### config.mk
export PLATFORM = sky130hd
export DESIGN_NAME = cv32e40p_x_disp_mt
export DESIGN_NICKNAME = d
export VERILOG_FILES = /design/src/rtl/cv32e40p_x_disp_mt.sv
export SDC_FILE = /design/constraint.sdc
export NUM_CORES = 1
export LEC_CHECK = 0
export CAP_MARGIN = 20
export CORE_ASPECT_RATIO = 1.1
export CORE_MARGIN = 2
export CORE_UTILIZATION = 30
export DETAILED_ROUTE_END_ITERATION = 7
export GPL_ROUTABILITY_DRIVEN = 1
export MAX_ROUTING_LAYER = met4
export PLACE_DENSITY_LB_ADDON = 0.15
export SLEW_MARGIN = 20
export SYNTH_ARGS = -nofsm -noshare
export SYNTH_HDL_FRONTEND = slang
export SYNTH_SLANG_ARGS = --single-unit
### constraint.sdc
create_clock -name clk_i -period 9.35 [get_ports clk_i]
set_input_delay 1.87 -clock clk_i [delete_from_list [all_inputs] [get_ports clk_i]]
set_output_delay 1.87 -clock clk_i [all_outputs]
set_load 0.005 [all_outputs]
### src/rtl/cv32e40p_x_disp_mt.sv
// Multi-outstanding CORE-V-XIF dispatcher: ID-tagged offload table, per-register pending-write scoreboard.
// Define CV32E40P_X_DISP_MEM_ORDER_EN to hold internal loads/stores while offloaded memory ops are pending.
module cv32e40p_x_disp_mt #(
   parameter int unsigned X_ID_WIDTH      = 4,
   parameter int unsigned X_NUM_RS        = 3,
   parameter int unsigned MAX_OUTSTANDING = 4,
   parameter int unsigned SB_CNT_WIDTH    = 2
) (
   input  logic                                   clk_i,
   input  logic                                   rst_ni,
   input  logic                                   x_illegal_insn_dec_i,
   input  logic                                   x_branch_or_jump_i,
   input  logic                                   id_ready_i,
   input  logic [X_NUM_RS-1:0][4:0]               x_rs_addr_i,
   input  logic [X_NUM_RS-1:0]                    x_regs_used_i,
   input  logic [4:0]                             x_waddr_id_i,
   input  logic [4:0]                             regfile_waddr_ex_i,
   input  logic                                   regfile_we_ex_i,
   input  logic                                   x_data_req_dec_i,
   output logic                                   x_issue_valid_o,
   input  logic                                   x_issue_ready_i,
   input  logic                                   x_issue_resp_accept_i,
   input  logic                                   x_issue_resp_writeback_i,
   input  logic                                   x_issue_resp_loadstore_i,
   output logic [X_ID_WIDTH-1:0]                  x_issue_req_id_o,
   output logic [X_NUM_RS-1:0]                    x_issue_req_rs_valid_o,
   output logic                                   x_commit_valid_o,
   output logic [X_ID_WIDTH-1:0]                  x_commit_id_o,
   output logic                                   x_commit_kill_o,
   input  logic                                   x_result_valid_i,
   input  logic                                   x_result_we_i,
   input  logic [X_ID_WIDTH-1:0]                  x_result_id_i,
   input  logic [4:0]                             x_result_rd_i,
   output logic                                   x_result_ready_o,
   output logic                                   x_stall_o,
   output logic                                   x_illegal_insn_o,
   output logic                                   x_protocol_err_o,
   output logic [$clog2(MAX_OUTSTANDING+1)-1:0]   x_outstanding_o
);

   localparam int unsigned IDX_W = (MAX_OUTSTANDING > 1) ? $clog2(MAX_OUTSTANDING) : 1;
   localparam int unsigned OUT_W = $clog2(MAX_OUTSTANDING + 1);

   typedef logic [SB_CNT_WIDTH-1:0] cnt_t;

   typedef struct packed {
      logic                  valid;
      logic [X_ID_WIDTH-1:0] id;
      logic [4:0]            rd;
      logic                  writeback;
      logic                  loadstore;
   } entry_t;

   entry_t [MAX_OUTSTANDING-1:0] tbl_q, tbl_d;
   cnt_t   [31:0]                sb_q, sb_d;
   logic   [X_ID_WIDTH-1:0]      id_q, id_d;
   logic                         offloaded_q, offloaded_d;
   logic                         commit_valid_q;
   logic   [X_ID_WIDTH-1:0]      commit_id_q;
   logic                         commit_kill_q;
   logic                         perr_q, perr_d;

   logic             full;
   logic             id_busy;
   logic             res_hit;
   logic             ls_pending;
   logic [IDX_W-1:0] free_idx;
   logic [IDX_W-1:0] res_idx;
   logic [OUT_W-1:0] outstanding;
   logic             sb_sat;
   logic             handshake;
   logic             alloc;
   logic             res_fire;
   logic             sb_inc;
   logic             sb_dec;
   logic             sb_underflow;
   logic             dep_any;
   logic             memstall;
   logic             unused_entry_bits;

   // Table scan on registered state only: a freed entry becomes usable one cycle later.
   // NOTE: every variable written in an always_comb gets a default first, otherwise a latch is inferred.
   always_comb begin
      full              = 1'b1;
      id_busy           = 1'b0;
      res_hit           = 1'b0;
      ls_pending        = 1'b0;
      free_idx          = '0;
      res_idx           = '0;
      outstanding       = '0;
      unused_entry_bits = 1'b0;
      for (int i = int'(MAX_OUTSTANDING) - 1; i >= 0; i--) begin
         unused_entry_bits = unused_entry_bits ^ (^{tbl_q[i].rd, tbl_q[i].writeback});
         if (!tbl_q[i].valid) begin
            full     = 1'b0;
            free_idx = IDX_W'(i);
         end else begin
            outstanding = outstanding + OUT_W'(1);
            if (tbl_q[i].id == id_q) id_busy = 1'b1;
            if (tbl_q[i].loadstore) ls_pending = 1'b1;
            if (tbl_q[i].id == x_result_id_i) begin
               res_hit = 1'b1;
               res_idx = IDX_W'(i);
            end
         end
      end
   end

`ifdef CV32E40P_X_DISP_MEM_ORDER_EN
   assign memstall = x_data_req_dec_i & ls_pending;
`else
   logic unused_memord;
   assign memstall      = 1'b0;
   assign unused_memord = x_data_req_dec_i ^ ls_pending;
`endif

   assign sb_sat = (sb_q[x_waddr_id_i] == '1);

   assign x_issue_valid_o = x_illegal_insn_dec_i & ~x_branch_or_jump_i & ~offloaded_q &
                            ~full & ~id_busy & ~sb_sat;
   assign handshake       = x_issue_valid_o & x_issue_ready_i;
   assign alloc           = handshake & x_issue_resp_accept_i;
   assign res_fire        = x_result_valid_i & res_hit;

   always_comb begin
      x_issue_req_rs_valid_o = '0;
      dep_any                = 1'b0;
      for (int i = 0; i < int'(X_NUM_RS); i++) begin
         x_issue_req_rs_valid_o[i] = ((sb_q[x_rs_addr_i[i]] == '0) || (x_rs_addr_i[i] == 5'd0)) &&
                                     !(regfile_we_ex_i && (x_rs_addr_i[i] == regfile_waddr_ex_i));
         if (x_regs_used_i[i] && (sb_q[x_rs_addr_i[i]] != '0)) dep_any = 1'b1;
      end
   end

   always_comb begin
      tbl_d = tbl_q;
      if (res_fire) tbl_d[res_idx].valid = 1'b0;
      if (alloc) begin
         tbl_d[free_idx].valid     = 1'b1;
         tbl_d[free_idx].id        = id_q;
         tbl_d[free_idx].rd        = x_waddr_id_i;
         tbl_d[free_idx].writeback = x_issue_resp_writeback_i;
         tbl_d[free_idx].loadstore = x_issue_resp_loadstore_i;
      end
   end

   assign sb_inc = alloc & x_issue_resp_writeback_i & (x_waddr_id_i != 5'd0);
   assign sb_dec = res_fire & x_result_we_i & (x_result_rd_i != 5'd0);

   // Simultaneous +1/-1 on the same register nets to zero and is not an underflow.
   always_comb begin
      sb_d         = sb_q;
      sb_underflow = 1'b0;
      if (!(sb_inc && sb_dec && (x_waddr_id_i == x_result_rd_i))) begin
         if (sb_inc) sb_d[x_waddr_id_i] = sb_q[x_waddr_id_i] + cnt_t'(1);
         if (sb_dec) begin
            if (sb_q[x_result_rd_i] == '0) sb_underflow = 1'b1;
            else                           sb_d[x_result_rd_i] = sb_q[x_result_rd_i] - cnt_t'(1);
         end
      end
   end

   assign perr_d      = perr_q | (x_result_valid_i & ~res_hit) | sb_underflow;
   assign id_d        = handshake ? id_q + X_ID_WIDTH'(1) : id_q;
   assign offloaded_d = id_ready_i ? 1'b0 : (offloaded_q | handshake);

   // NOTE: sequential state uses non-blocking assignments only; the table and scoreboard
   // are reset in full because valid bits and counters must be known from the first cycle.
   always_ff @(posedge clk_i or negedge rst_ni) begin
      if (!rst_ni) begin
         tbl_q          <= '0;
         sb_q           <= '0;
         id_q           <= '0;
         offloaded_q    <= 1'b0;
         commit_valid_q <= 1'b0;
         commit_id_q    <= '0;
         commit_kill_q  <= 1'b0;
         perr_q         <= 1'b0;
      end else begin
         tbl_q          <= tbl_d;
         sb_q           <= sb_d;
         id_q           <= id_d;
         offloaded_q    <= offloaded_d;
         commit_valid_q <= handshake;
         perr_q         <= perr_d;
         if (handshake) begin
            commit_id_q   <= id_q;
            commit_kill_q <= ~x_issue_resp_accept_i;
         end
      end
   end

   assign x_issue_req_id_o = id_q;
   assign x_commit_valid_o = commit_valid_q;
   assign x_commit_id_o    = commit_id_q;
   assign x_commit_kill_o  = commit_kill_q;
   assign x_result_ready_o = 1'b1;
   assign x_illegal_insn_o = handshake & ~x_issue_resp_accept_i;
   assign x_protocol_err_o = perr_q;
   assign x_outstanding_o  = outstanding;

   assign x_stall_o = (x_issue_valid_o & ~x_issue_ready_i) |
                      (~x_illegal_insn_dec_i & dep_any) |
                      (x_illegal_insn_dec_i & (x_branch_or_jump_i | full | id_busy | sb_sat)) |
                      memstall;

endmodule
---- After elaboration in Yosys (flattened, before gate mapping) ----
Index checks and enable logic that the tools add are counted.
storage, ports and cells
  flip-flop bits (word level) ............. 124
  output and inout bits ................... 21
  logic and storage cells ................. 238
cells by class
  $add $sub $neg .......................... 6
  $lt $le $gt $ge ......................... 11
  eq/ne operators ......................... 13
  mux-type cells .......................... 83
  bitwise logic cells ..................... 34
  reduce and logical (&&, ||, !) cells .... 33
operator list
  operator                                                            number
  bitwise mux 48 bit                                                  6
  two-way mux 64 bit                                                  4
  demux 12 bit (select 2 bit)                                         6
  bitwise mux 64 bit                                                  2
  two-way mux 48 bit                                                  2
  binary-select mux 2 bit (select 5 bit)                              5
  two-way mux 2 bit                                                   20
  equality test 4 bit                                                 8
  less-than comparator 5 x 6 -> 1 bit (second input constant)         5
  two-way mux 1 bit                                                   29
  two-way mux 12 bit                                                  2
  demux 2 bit (select 5 bit)                                          2
  equality test 5 bit                                                 4
  AND 1 bit                                                           17
  logical AND 1 bit                                                   15
  zero test 5 bit                                                     3
  two-way mux 11 bit                                                  1
  greater-or-equal comparator 5 x 1 -> 1 bit (second input constant)  2
  nonzero test 5 bit                                                  2
  adder 3 x 1 -> 3 bit (second input constant)                        3
  two-way mux 3 bit                                                   3
  NOT 1 bit                                                           9
  zero test 2 bit                                                     4
  OR 1 bit                                                            8
  other kinds (10)                                                    18

---- Logic depth before layout (Yosys ltp) ----
Gate-level depths: netlist (run 1).
  depth after elaboration ................. 22
  depth in mapped cells ................... 20
  gate-level depth less buffers ........... 14

---- Least setup slack after synthesis (run 1) ----
No wires, ideal clock.
  path type ............................... input -> output
  from .................................... input x_waddr_id_i[0]
  to ...................................... output x_illegal_insn_o
  arrival ................................. 5,265 ps
  data required time ...................... 7,480 ps
  path slack .............................. 2,215 ps
  cell stages on the path ................. 14
  cell sequence ........................... clkbuf_1 > mux4_2 > a211oi_1 > o21a_1 > and2_1 > buf_2 > inv_1 > ha_1 > a311o_1 > or4_4 > buf_6 > nor2_2 > nand3_1 > nor2_1
between the ends
  longest elaborated chain between the ends .. 7
ends and longest elaborated chain
  what                                     line  source
  from (decl)                              16    input logic [4:0] x_waddr_id_i,
  binary-select mux 2 bit (select 5 bit)   117   assign sb_sat = (sb_q[x_waddr_id_i] == '1);
  two-way mux 2 bit (implied by the code)  117
  equality test 2 bit                      117
  NOT 1 bit                                120   ~full & ~id_busy & ~sb_sat;
  AND 1 bit                                120
  AND 1 bit                                121   assign handshake = x_issue_valid_o & x_issue_ready_i;
  AND 1 bit                                198   assign x_illegal_insn_o = handshake & ~x_issue_resp_accept_i;
  to (decl)                                36    output logic x_illegal_insn_o,
Every way passes these cells. The select of a mux whose other input is x is not followed.

---- Worst setup path after layout (run 1) ----
  from .................................... input x_waddr_id_i[4]
  to ...................................... output x_illegal_insn_o
The elaborated chain is that of the path after synthesis.

==> results by stage, run 1 <==
Worst setup path:
- Of all nets on the critical path, the largest fanout is 18.
- The data required time of the worst path is 7.48 ns.
- The data arrival time of the critical path is 6.78 ns.
- The critical path endpoint is x_illegal_insn_o.
- STA classifies the critical path startpoint as an input pin.
- The critical path launch point is x_waddr_id_i[4].
- The worst setup path is captured at an output port.
- In this run the critical register-to-register path is launched from sb_q[40]$_DFFE_PN0N_.
- The setup slack of the most critical reg-to-reg path is 4.10 ns.
- The start-to-end type of the worst setup path is in -> out.
- Measured in cells, the most critical reg-to-reg path has a length of 13.
- The worst register-to-register path ends at sb_q[51]$_DFFE_PN0N_.

Die:
- The die width is 166 µm.
- The count of boundary I/O pins is 71.
- In this run the vertical extent of the chip is 182 µm.
- The site row count is 65.
- In this run the standard cell core region covers 28500 µm².
- The die area is 30300 µm².
- Once the floorplan was initialized, standard cells occupied 30.4% of the core.

Timing:
- The final number of hold-violating endpoints was 0.
- At the pin with the least slew margin, the transition time is 1.06 ns.
- The maximum operating frequency is 0.116 GHz.
- Setup repair after global routing left no endpoint under its margin.
- The time the final worst path needs with I/O delays and setup is 8.65 ns.
- The worst pin sits at a relative slew slack of 29.2%.
- The post-route setup TNS is 0 ns.
- The number of max-slew violations in the final report is 0.
- After layout, the worst path uses 92.5% of the clock period.
- Across all hold checks on the routed design, the worst slack comes to 0.483 ns.
- The clock skew after layout is 0.0166 ns.
- The setup slack after layout is 0.699 ns.
- Setup violations remaining at the end of the flow were counted as 0.

Synthesis:
- For this run, the number of Yosys warnings is 0.
- The area of the mapped netlist is 8680 µm².
- The cell type contributing the most total cell area after synthesis is sky130_fd_sc_hd__dfrtp_1.
- The fraction of synthesized cell area taken by the top area cell type is 27.7%.
- Yosys mapped a number of flops with a built-in enable equal to 0.
- By area the synthesized netlist is led by sky130_fd_sc_hd__dfrtp_1 28%, sky130_fd_sc_hd__mux4_2 6.7%, sky130_fd_sc_hd__nand2_1 5.0%, sky130_fd_sc_hd__mux2i_1 4.6%, sky130_fd_sc_hd__a21oi_1 3.5%.
- The number of nets produced by synthesis is 1084.
- The post-synthesis async set-or-reset flop share is 100%.
- The flop and latch count out of synthesis is 96.
- Each instance of the synthesized netlist takes up on average 8.46 µm².
- The number of distinct standard cells referenced by the synthesized netlist is 76.
- The share of the yosys chip area belonging to registers is 27.7%.
- The most frequently used flop master after synthesis is sky130_fd_sc_hd__dfrtp_1.
- In the synthesized netlist, the number of instances is 1027.

Route:
- Wires add up to 34900 µm.
- The final routed DRC violation total is 0.
- After the first detailed-routing iteration, the DRC count stood at 945.
- Using the TritonRoute via totals, the vias-per-cell ratio works out to 6.08.
- The number of search-and-repair iterations in the first detailed-routing pass is 5.
- In the final routed layout, each cell accounts on average for 24.9 µm.
- The post-route antenna net violation count is 0.
- The total via count in the routed design is 8500.

Clock tree:
- The latest clock arrival within the worst-skew pair is 0.38 ns.
- The clock passes through at most 2 buffers.
- After clock tree synthesis, the setup repair step added 0 buffers.
- The maximum level of the CTS H-tree is 3.
- The cell chosen for the clock root is sky130_fd_sc_hd__clkbuf_16.
- The clock tree from TritonCTS is yes.
- The number of buffers added by the clock tree synthesis step is 9.
- The number of gates resized after cts is 0.
- Clock-pin slew was measured on the worst setup and hold paths at 0.07 ns.
- The clock sink total is 96.
- After clock tree synthesis, the flow added hold-fix buffers numbering 0.

Global routing:
- The global-route usage over all layers is 23.8%.
- The initial antenna violation count is 0.
- The via count of the first global-routing pass is 8137.
- Summed over all layers, the global routing overflow is 0.
- The wire length of the first global-routing pass is 53100 µm.
- Entering global routing, the biggest net connects 81 pins.

Min path:
- The count of cells along the worst hold path is 1.
- The class of the tightest hold or removal check is reg -> reg.

Cells and area:
- The final layout contains 1084 nets.
- The share of post-route cells with drive strength above 1 is 10.3%.
- 0 antenna diodes ended up in the layout.
- The synthesis-to-layout area growth is 13.3%.

Flow run:
- Across the run, the number of max-cap violations was 0.

Status:
- The flow ran to the end, and the final reports show no timing, DRC or antenna violations.

Placement:
- The wire-length estimate of the detail-placed layout is 25400 µm.
- The count of input and output buffers is 67.
- The placement-stage worst setup slack is 0.779 ns.
- The routability congestion estimate is 0.958.

Pwr:
- The peak supply drop is 0.0000766 V.
- The static leakage is 3.77 nW.
- Dividing total power by cell area gives a power density of 172 nW/µm².
- The power after layout is 1.70 mW.
-- layout make-up --
cell class	instances	area (µm²)
flip-flops and latches	96	2400
well taps	368	460
clock inverters	4	77.6
inverters	19	71.3
clock buffers	11	253
repair buffers	84	786
multi-input cells	817	5790
fillers	2949	18700
-- state kept, by name (all words and copies together) (netlist names) --
register,flops
x_commit_kill_o,1
x_protocol_err_o,1
x_commit_valid_o,1
x_issue_req_id_o,4
offloaded_q,1
x_commit_id_o,4
sb_q,64
tbl_q,20
-- synthesized netlist by cell type (all sizes together) (14+ instances only) --
library cell and instances:
mux2 25, a22o 27, or3b 14, buf 35
o21ai 69, clkbuf 60, a22oi 20, xor2 32
mux4 26, mux2i 40, nand3 18, nand2 115
o211ai 15, nor2 63, and3 15, dfrtp 96
nor3 58, a21oi 61, a31oi 30, inv 19
xnor2 22
-- cells in the final DEF, fill, tap and decap left out, types with 6 or more instances in the layout --
cell,Yosys,routed
sky130_fd_sc_hd__a22o_1,27,27
sky130_fd_sc_hd__nand3b_1,7,7
sky130_fd_sc_hd__o21ai_1,37,37
sky130_fd_sc_hd__mux2i_1,40,40
sky130_fd_sc_hd__o21ai_0,32,32
sky130_fd_sc_hd__a31oi_1,30,30
sky130_fd_sc_hd__nor2_1,61,61
sky130_fd_sc_hd__mux4_2,26,26
sky130_fd_sc_hd__nand2_1,115,115
sky130_fd_sc_hd__a21oi_1,60,60
sky130_fd_sc_hd__o22ai_1,12,12
sky130_fd_sc_hd__nor3_1,48,48
sky130_fd_sc_hd__buf_4,6,18
sky130_fd_sc_hd__clkdlybuf4s50_1,0,64
sky130_fd_sc_hd__a2bb2oi_1,8,8
sky130_fd_sc_hd__inv_1,16,16
sky130_fd_sc_hd__xnor2_1,22,22
sky130_fd_sc_hd__nor3_2,10,10
sky130_fd_sc_hd__a211oi_1,9,9
sky130_fd_sc_hd__mux2_1,12,12
sky130_fd_sc_hd__o211ai_1,15,15
sky130_fd_sc_hd__mux2_2,13,13
sky130_fd_sc_hd__nor2b_1,9,9
sky130_fd_sc_hd__nor4_1,6,6
sky130_fd_sc_hd__clkbuf_16,0,9
sky130_fd_sc_hd__a2111oi_0,6,6
sky130_fd_sc_hd__nand4_1,12,12
sky130_fd_sc_hd__or3b_1,11,11
sky130_fd_sc_hd__and3_1,15,15
sky130_fd_sc_hd__xor2_1,32,32
sky130_fd_sc_hd__a22oi_1,20,20
sky130_fd_sc_hd__nand3_1,18,18
sky130_fd_sc_hd__ha_1,7,7
sky130_fd_sc_hd__dfrtp_1,96,96
-- worst max-delay path: stages --
cell	delay (ns)
sky130_fd_sc_hd__clkdlybuf4s50_1	0.97
sky130_fd_sc_hd__nand3b_1	0.40
sky130_fd_sc_hd__o22ai_1	0.20
sky130_fd_sc_hd__nor3_1	0.23
sky130_fd_sc_hd__o21a_1	0.35
sky130_fd_sc_hd__and2_1	0.20
sky130_fd_sc_hd__inv_1	0.22
sky130_fd_sc_hd__ha_1	0.32
sky130_fd_sc_hd__a311o_1	0.32
sky130_fd_sc_hd__or4_4	0.50
sky130_fd_sc_hd__nor2_2	0.26
sky130_fd_sc_hd__nand3_1	0.11
sky130_fd_sc_hd__buf_4	0.18
sky130_fd_sc_hd__nor2_1	0.14
sky130_fd_sc_hd__clkdlybuf4s50_1	0.52
-- metrics by stage --
step           utilization, %  instances  cell area [µm²]
2_1_floorplan               -       1027             8680
3_3_place_gp             33.3       1384             9510
3_5_place_dp             33.3       1384             9510
4_1_cts                  34.5       1399             9840
5_1_grt                  34.5       1399             9840
6_report                 34.5       1399             9840
-- worst min path at each step --
stage                                   endpoint                          from  slack, ns
floorplan             x_protocol_err_o$_DFF_PN0_    x_protocol_err_o$_DFF_PN0_       0.47
global placement    x_commit_id_o[0]$_DFFE_PN0N_  x_commit_id_o[0]$_DFFE_PN0N_       0.46
detailed placement  x_commit_id_o[0]$_DFFE_PN0N_  x_commit_id_o[0]$_DFFE_PN0N_       0.47
CTS                  x_commit_kill_o$_DFFE_PN0N_   x_commit_kill_o$_DFFE_PN0N_       0.49
global route                 sb_q[1]$_DFFE_PN0N_           sb_q[1]$_DFFE_PN0N_       0.53
finish               x_commit_kill_o$_DFFE_PN0N_   x_commit_kill_o$_DFFE_PN0N_       0.48
-- report_power, final --
group | switching [mW] | internal [mW] | leakage (nW)
logic | 0.340 | 0.304 | 2.32
registers | 0.142 | 0.490 | 1.29
clock network | 0.173 | 0.249 | 0.162
total | 0.655 | 1.04 | 3.77
-- cell families (layout without fill, tap and decap cells) --
group           count (synthesis)  count (layout)  share of synthesized area, %
mux                            91              91                          14.6
xor+xnor                       54              54                          5.45
fa+ha+maj                       7               7                          1.01
simple gates                  363             363                          22.4
compound gates                301             301                          23.0
buf+inv                       114             118                          5.81
flops                          96              96                          27.7
other cells                     1               1                        0.0432
-- routing by layer --
metal,wire length [µm],track usage [%],vias up
met2,15700,35.8,383
met1,15400,31.5,4168
met5,0,-,-
met3,2300,3.93,86
li1,-,-,3863
met4,1520,10.9,0
Power figures use the tool's default switching activity.
==> run 2, diff against run 1 <==
Settings changed: CORE_MARGIN 2 to 4, CORE_UTILIZATION 30 to 28.
==> run 2 against run 1 <==
Critical path depth stayed put; cell count is 3.6% higher; register-to-register slack better by 0.18 ns; die area is 12% higher; sequential power hardly changed; via count is 0.66% lower; combinational power hardly changed; total power is 1.2% lower.
==> results by stage, run 2 (synthesis gave the netlist of run 1 again) <==
Clock tree:
- The maximum level of the CTS H-tree is 3 (unchanged).
- The latest clock arrival within the worst-skew pair is 0.37 ns (about the same).
- The number of buffers added to fix hold violations after cts is 0 (unchanged).
- The worst-case clock buffer depth came to 2 (unchanged).
- The number of buffers added by the clock tree synthesis step is 9 (unchanged).
- The number of gates resized after cts came to 0 (unchanged).
- The cell chosen for the clock root is sky130_fd_sc_hd__clkbuf_16.
- The clock tree from TritonCTS is yes.
- The setup fix buffers added after clock tree synthesis is 0 (unchanged).
- The clock sink total was 96 (unchanged).
- The CTS clock-pin slew for the worst setup and hold paths came to 0.07 ns (about the same).

Cells and area:
- The net total in the final layout is 1088 (+0.37%).
- The fraction of the core area covered by cells at the end of the flow came to 32.5% (-2.0 points).
- The flip-flop count of the largest register after layout was 64 (unchanged).
- The share of post-route cells with drive strength above 1 is 10.7% (+0.43 points).
- The library cell used most frequently in the layout, excluding fill and tap cells, is sky130_fd_sc_hd__nand2_1.
- The final standard cell count with taps included and fillers excluded was 1450 (+3.6%).
- The largest registers in the layout are sb_q x64, tbl_q x20.
- The antenna diode count is 0 (unchanged).
- Compared with the post-synthesis result, the final layout area differs by 14.1%.
- The largest register by flop count is sb_q.
- The number of inserted filler cells in the final layout is 3261 (+11%).
- The library cells used most frequently in the layout, excluding fill and tap cells, are 115 x sky130_fd_sc_hd__nand2_1, 96 x sky130_fd_sc_hd__dfrtp_1, 64 x sky130_fd_sc_hd__clkdlybuf4s50_1.

Die:
- The site row count came to 67 (+3.1%).
- The die height was 193 µm (+5.6%).
- The count of boundary I/O pins came to 71 (unchanged).
- The initial core utilization is 28.5% (-2.0 points).
- The die width is 176 µm (+5.8%).
- The die area is 33900 µm² (+12%).
- The core box area is 30500 µm² (+6.9%).

Timing:
- The post-route setup TNS is 0 ns (unchanged).
- The measured slew at the worst slew-check pin is 1.11 ns (+0.0523 ns).
- The share of the clock period used by the worst path is 92.0% (-0.52 points).
- The clock skew after layout came to 0.0152 ns (-0.00148 ns).
- The number of max-slew violations in the final report is 0 (unchanged).
- Setup repair after global routing left no endpoint under its margin.
- The time the final worst path needs with I/O delays and setup was 8.60 ns (-0.0484 ns).
- The maximum operating frequency came to 0.116 GHz (+0.56%).
- The final number of hold-violating endpoints is 0 (unchanged).
- The relative max-transition margin is 25.7% (-3.5 points).
- The worst hold slack after final layout is 0.483 ns (+0.000586 ns).
- The setup-violating endpoint count in the final report is 0 (unchanged).

Worst setup path:
- The data required time of the worst path came to 7.48 ns (about the same).
- The data arrival time of the critical path is 6.73 ns (-0.05 ns).
- The kind of capture point of the worst setup path is an output port.
- The worst setup path is launched from an input pin.
- The highest fanout seen on the critical path came to 19 (+1).
- The start-to-end type of the worst setup path is in -> out.

Route:
- The first-iteration detailed-routing DRC count was 827 (-12%).
- The total via count in the routed design was 8444 (-0.66%).
- The number of search-and-repair iterations in the first detailed-routing pass is 5 (unchanged).
- The number of vias per cell was 5.82 (-4.2%).
- The final routed DRC violation total came to 0 (unchanged).
- The total length of routed wires is 35600 µm (+2.0%).
- The average detailed-routed wire length per instance is 24.5 µm (-1.6%).
- The post-route antenna net violation count was 0 (unchanged).

Pwr:
- The switching part of the total power came to 39.3% (+0.73 points).
- The sequential share of power is 37.7% (+0.5 points).
- The power after layout came to 1.68 mW (-1.2%).
- The design internal power is 1.02 mW (-2.4%).
- The net switching power of the design is 0.660 mW (+0.67%).
- The static leakage is 3.78 nW (+0.17%).
- The peak supply drop is 0.0000953 V (+24%).
- The portion of total power attributed to combinational logic is 38.5% (+0.6 points).
- The clock network fraction of total power is 23.9% (-1.0 points).
- The cell area power density is 169 nW/µm² (-1.9%).

Status:
- The run finished with clean final reports.

Global routing:
- The global-route usage over all layers is 21.4% (-2.4 points).
- The largest net degree at the start of global routing came to 64 (-21%).
- The final global-route overflow total is 0 (unchanged).
- The via count of the first global-routing pass is 8212 (+0.92%).
- The wire length of the first global-routing pass is 53700 µm (+1.1%).
- The initial antenna violation count came to 0 (unchanged).

Placement:
- The total instance count after detailed placement is 1434 (+3.6%).
- The detailed-placement wirelength estimate is 26200 µm (+3.2%).
- The count of input and output buffers is 67 (unchanged).
- The routability congestion estimate came to 0.978 (+2.1%).

Flow run:
- The number of max-cap violations is 0 (unchanged).

Min path:
- The class of the tightest hold or removal check is reg -> reg.
==> run 2: final timing paths <==
check	start	end	slack, ns	depth (start not counted)
setup / recovery	x_waddr_id_i[2]	x_illegal_insn_o	0.75	15
hold / removal	x_commit_kill_o$_DFFE_PN0N_	x_commit_kill_o$_DFFE_PN0N_	0.48	1
setup reg to reg	sb_q[40]$_DFFE_PN0N_	sb_q[11]$_DFFE_PN0N_	4.28	13
hold reg to reg	x_commit_kill_o$_DFFE_PN0N_	x_commit_kill_o$_DFFE_PN0N_	0.48	1
max in group asynchronous	rst_ni	sb_q[27]$_DFFE_PN0N_	6.67	2
min in group asynchronous	rst_ni	sb_q[49]$_DFFE_PN0N_	1.47	1
==> run 2: layer usage <==
| metal | wire length, µm | GRT usage [%] | share of wire [%] | vias up |
|---|---|---|---|---|
| met1 | 15900 | 28.1 | 45 | 4133 |
| met5 | 0 | - | 0 | - |
| li1 | - | - | - | 3871 |
| met2 | 16100 | 33.1 | 45 | 355 |
| met3 | 2160 | 3.35 | 6.1 | 85 |
| met4 | 1480 | 8.76 | 4.2 | 0 |
==> run 2: through the flow <==
stage / setup slack, ns / instance area (µm²)
6_report: 0.747 / 9910
5_1_grt: 0.521 / 9910
4_1_cts: 0.805 / 9910
3_5_place_dp: 0.863 / 9600
3_3_place_gp: 0.886 / 9600
2_1_floorplan: 2.21 / 8680
==> run 2: power by group through the flow <==
stage,Combinational [mW],Sequential (mW),Clock [mW]
finish,0.645,0.632,0.400
global route,0.711,0.649,0.431
CTS,0.647,0.632,0.418
detailed placement,0.645,0.638,0
global placement,0.642,0.640,0
floorplan,0.465,0.564,0
==> run 2: layout make-up <==
type | count | area [µm²] | area share, %
sequential | 96 | 2400 | 24.2
tap | 414 | 518 | 5.23
clock buffer | 11 | 253 | 2.55
multi-input combinational | 817 | 5790 | 58.4
clock inverter | 5 | 62.6 | 0.631
inverter | 19 | 71.3 | 0.720
timing repair buffer | 88 | 816 | 8.23
==> run 2: critical path, cell delays in order <==
cell and delay (ns):
sky130_fd_sc_hd__clkdlybuf4s50_1 0.85, sky130_fd_sc_hd__nand3b_1 0.56, sky130_fd_sc_hd__o22ai_1 0.19, sky130_fd_sc_hd__nor3_1 0.25, sky130_fd_sc_hd__o21a_1 0.39, sky130_fd_sc_hd__and2_1 0.22
sky130_fd_sc_hd__inv_1 0.07, sky130_fd_sc_hd__ha_1 0.26, sky130_fd_sc_hd__a311o_1 0.33, sky130_fd_sc_hd__or4_4 0.50, sky130_fd_sc_hd__nor2_2 0.28, sky130_fd_sc_hd__nand3_1 0.12
sky130_fd_sc_hd__buf_4 0.18, sky130_fd_sc_hd__nor2_1 0.13, sky130_fd_sc_hd__clkdlybuf4s50_1 0.52
==> run 3, diff against run 2 <==
Clock period 9.35 ns to 9.19 ns, I/O delays scaled along.
==> run 3 against run 2 <==
Hold slack got worse by 0.0049 ns; critical endpoint unchanged; largest power group unchanged; count of clock-buffer cells in the layout shrank 1; largest cell class unchanged; non-clock buffer count increased by 1; critical path type unchanged; routed wire length shrank 0.71%; sequential share of layout area decreased by 0.076 points.
==> results by stage, run 3 (synthesis gave the netlist of run 1 again) <==
Pwr:
- The peak supply drop came to 0.0000827 V (-13%).
- The clock network fraction of total power was 24.6% (+0.7 points).
- The portion of total power attributed to combinational logic came to 38.2% (-0.3 points).
- The switching part of the total power was 39.2% (-0.16 points).
- The cell area power density is 173 nW/µm² (+2.4%).
- The design internal power was 1.05 mW (+3.0%).
- The sequential share of power is 37.2% (-0.5 points).
- The net switching power of the design was 0.675 mW (+2.3%).
- The static leakage was 3.79 nW (+0.39%).

Timing:
- The maximum operating frequency is 0.119 GHz.
- The share of the clock period used by the worst path is 91.3%.
- The relative max-transition margin is 25.4% (-0.35 points).
- The number of max-slew violations in the final report is 0 (unchanged).
- For the finished layout, the period the worst path requires is 8.39 ns.
- Setup repair after global routing left no endpoint under its margin.
- The post-route setup TNS is 0 ns (unchanged).
- The setup slack after layout is 0.797 ns (+0.0497 ns).
- The setup-violating endpoint count in the final report is 0 (unchanged).
- The clock skew after layout is 0.0154 ns (+0.000204 ns).
- The measured slew at the worst slew-check pin is 1.12 ns (+0.00519 ns).
- The final number of hold-violating endpoints is 0 (unchanged).

Worst setup path:
- The delay contributed by the slowest stage of the critical path is 0.94 ns (+0.09 ns).
- The worst register-to-register path begins at sb_q[40]$_DFFE_PN0N_.
- The cell type group with the largest total delay on the critical path is simple AND/OR/NAND/NOR gates.
- Among the stages of the critical path, the cell type that occurs most often is sky130_fd_sc_hd__clkdlybuf4s50_1.
- The setup slack of the most critical reg-to-reg path is 4.20 ns (-0.08 ns).
- The depth of the worst register-to-register path is 13 (unchanged).
- The critical path goes through clkdlybuf4s50_1 -> or3b_1 -> o22ai_1 -> nor3_1 -> o21a_1 -> and2_1 -> inv_1 -> ha_1 -> a311o_1 -> or4_4 -> nor2_2 -> nand3_1 -> buf_4 -> nor2_1 -> clkdlybuf4s50_1.
- The highest fanout seen on the critical path is 20 (+1).
- The instance count on the critical path is 15 (unchanged).
- The data arrival time of the critical path was 6.56 ns (-0.17 ns).
- The data required time of the worst path is 7.35 ns (-0.13 ns).
- The worst setup path is captured at an output port.
- The slowest stage of the critical path belongs to the cell sky130_fd_sc_hd__clkdlybuf4s50_1.
- The type of element launching the critical path is an input pin.
- The worst register-to-register path ends at sb_q[43]$_DFFE_PN0N_.
- The worst path buffer plus inverter count came to 4 (unchanged).
- The start-to-end type of the worst setup path is in -> out.

Placement:
- The total instance count after detailed placement is 1434 (unchanged).
- The placement-stage worst setup slack came to 0.867 ns (+0.00388 ns).
- The detailed-placement wirelength estimate is 25900 µm (-1.3%).
- The post-place instance area came to 9600 µm² (unchanged).
- The count of input and output buffers is 67 (unchanged).
- The routability congestion estimate is 0.919 (-6.1%).

Die:
- The count of boundary I/O pins is 71 (unchanged).
- The die width is 176 µm (unchanged).
- The initial core utilization is 28.5% (unchanged).
- The die height is 193 µm (unchanged).
- The site row count is 67 (unchanged).
- The die area is 33900 µm² (unchanged).
- The core box area is 30500 µm² (unchanged).

Clock tree:
- The number of buffers added to fix hold violations after cts is 0 (unchanged).
- The latest clock arrival within the worst-skew pair is 0.37 ns (about the same).
- The tree is rooted in a sky130_fd_sc_hd__clkbuf_16.
- The setup fix buffers added after clock tree synthesis came to 0 (unchanged).
- The clock tree from TritonCTS is yes.
- The number of gates resized after cts is 0 (unchanged).
- The CTS clock-pin slew for the worst setup and hold paths is 0.07 ns (about the same).
- The worst-case clock buffer depth is 2 (unchanged).
- The maximum level of the CTS H-tree is 3 (unchanged).
- The clock sink total is 96 (unchanged).
- The number of buffers added by the clock tree synthesis step came to 9 (unchanged).

Global routing:
- The largest net degree at the start of global routing came to 107 (+67%).
- The via count of the first global-routing pass is 8211 (-0.012%).
- The global routing met3 resource utilization was 3.31% (-0.039 points).
- The met1 layer usage reported by global route was 28.2% (+0.14 points).
- The final global-route overflow total is 0 (unchanged).
- The routing usage on met2 was 32.6% (-0.46 points).
- The initial antenna violation count is 0 (unchanged).
- The global-route usage over all layers is 21.3% (-0.026 points).
- The layer carrying the most global-route usage is met2.
- The wire length of the first global-routing pass was 53400 µm (-0.50%).

Route:
- The number of search-and-repair iterations in the first detailed-routing pass is 6 (+1).
- The total length of routed wires is 35300 µm (-0.71%).
- The total via count in the routed design is 8531 (+1.0%).
- The final routed DRC violation total was 0 (unchanged).
- The average detailed-routed wire length per instance is 24.3 µm (-0.78%).
- The number of vias per cell is 5.88 (+0.96%).
- The first-iteration detailed-routing DRC count came to 934 (+13%).
- The post-route antenna net violation count was 0 (unchanged).

Cells and area:
- The fraction of the core area covered by cells at the end of the flow came to 32.6% (+0.10 points).
- The final standard cell count with taps included and fillers excluded came to 1451 (+0.069%).
- In the layout the commonest cells are 115 x sky130_fd_sc_hd__nand2_1, 96 x sky130_fd_sc_hd__dfrtp_1, 64 x sky130_fd_sc_hd__clkdlybuf4s50_1.
- The largest register by flop count is sb_q.
- The flip-flop count of the largest register after layout came to 64 (unchanged).
- The share of post-route cells with drive strength above 1 is 10.7% (about the same).
- The area of all placed cells without fillers was 9940 µm² (+0.32%).
- From synthesis to final layout, the design area changed by 14.5%.
- The antenna diode count was 0 (unchanged).
- The net total in the final layout came to 1089 (+0.092%).
- Leaving out fill and tap cells, the most frequent cell in the layout is sky130_fd_sc_hd__nand2_1.
- The largest registers in the layout are sb_q x64, tbl_q x20.

Min path:
- The worst hold path startpoint is x_commit_kill_o$_DFFE_PN0N_.
- The count of cells along the worst hold path is 1 (unchanged).
- The worst hold path terminates at x_commit_kill_o$_DFFE_PN0N_.
- The path class of the tightest hold or removal check is reg -> reg.

Status:
- The run finished with clean final reports.

Flow run:
- The number of max-cap violations came to 0 (unchanged).
[run 3: worst max path at each step]
stage | slack, ns | start | endpoint
finish | 0.80 | x_waddr_id_i[3] | x_illegal_insn_o
global placement | 0.88 | x_waddr_id_i[3] | x_illegal_insn_o
global route | 0.58 | x_waddr_id_i[3] | x_illegal_insn_o
detailed placement | 0.87 | x_waddr_id_i[3] | x_illegal_insn_o
CTS | 0.83 | x_waddr_id_i[3] | x_illegal_insn_o
floorplan | 2.12 | x_waddr_id_i[0] | x_illegal_insn_o
[run 3: power by group through the flow]
stage / clock network, mW / registers, mW / logic, mW
floorplan: 0 / 0.574 / 0.473
global placement: 0 / 0.649 / 0.654
detailed placement: 0 / 0.648 / 0.658
CTS: 0.433 / 0.640 / 0.660
global route: 0.448 / 0.656 / 0.725
finish: 0.424 / 0.641 / 0.658
[run 3: per-stage QoR]
| step | hold slack [ns] | total power [mW] |
|---|---|---|
| global route | 0.526 | 1.83 |
| global placement | 0.462 | 1.30 |
| floorplan | 0.467 | 1.05 |
| finish | 0.478 | 1.72 |
| detailed placement | 0.467 | 1.31 |
| CTS | 0.486 | 1.73 |
[run 3: final cells by class]
cell class | instances | area (µm²)
Fill cell | 3232 | 20600
Multi-Input combinational cell | 817 | 5790
Sequential cell | 96 | 2400
Timing Repair Buffer | 89 | 843
Tap cell | 414 | 518
Clock buffer | 10 | 229
Clock inverter | 6 | 90.1
Inverter | 19 | 71.3
[run 3: routing by layer]
| layer | vias to the layer above | wire length (µm) |
|---|---|---|
| li1 | 3884 | - |
| met1 | 4174 | 15400 |
| met2 | 383 | 16100 |
| met3 | 90 | 2320 |
| met4 | 0 | 1460 |
| met5 | - | 0 |
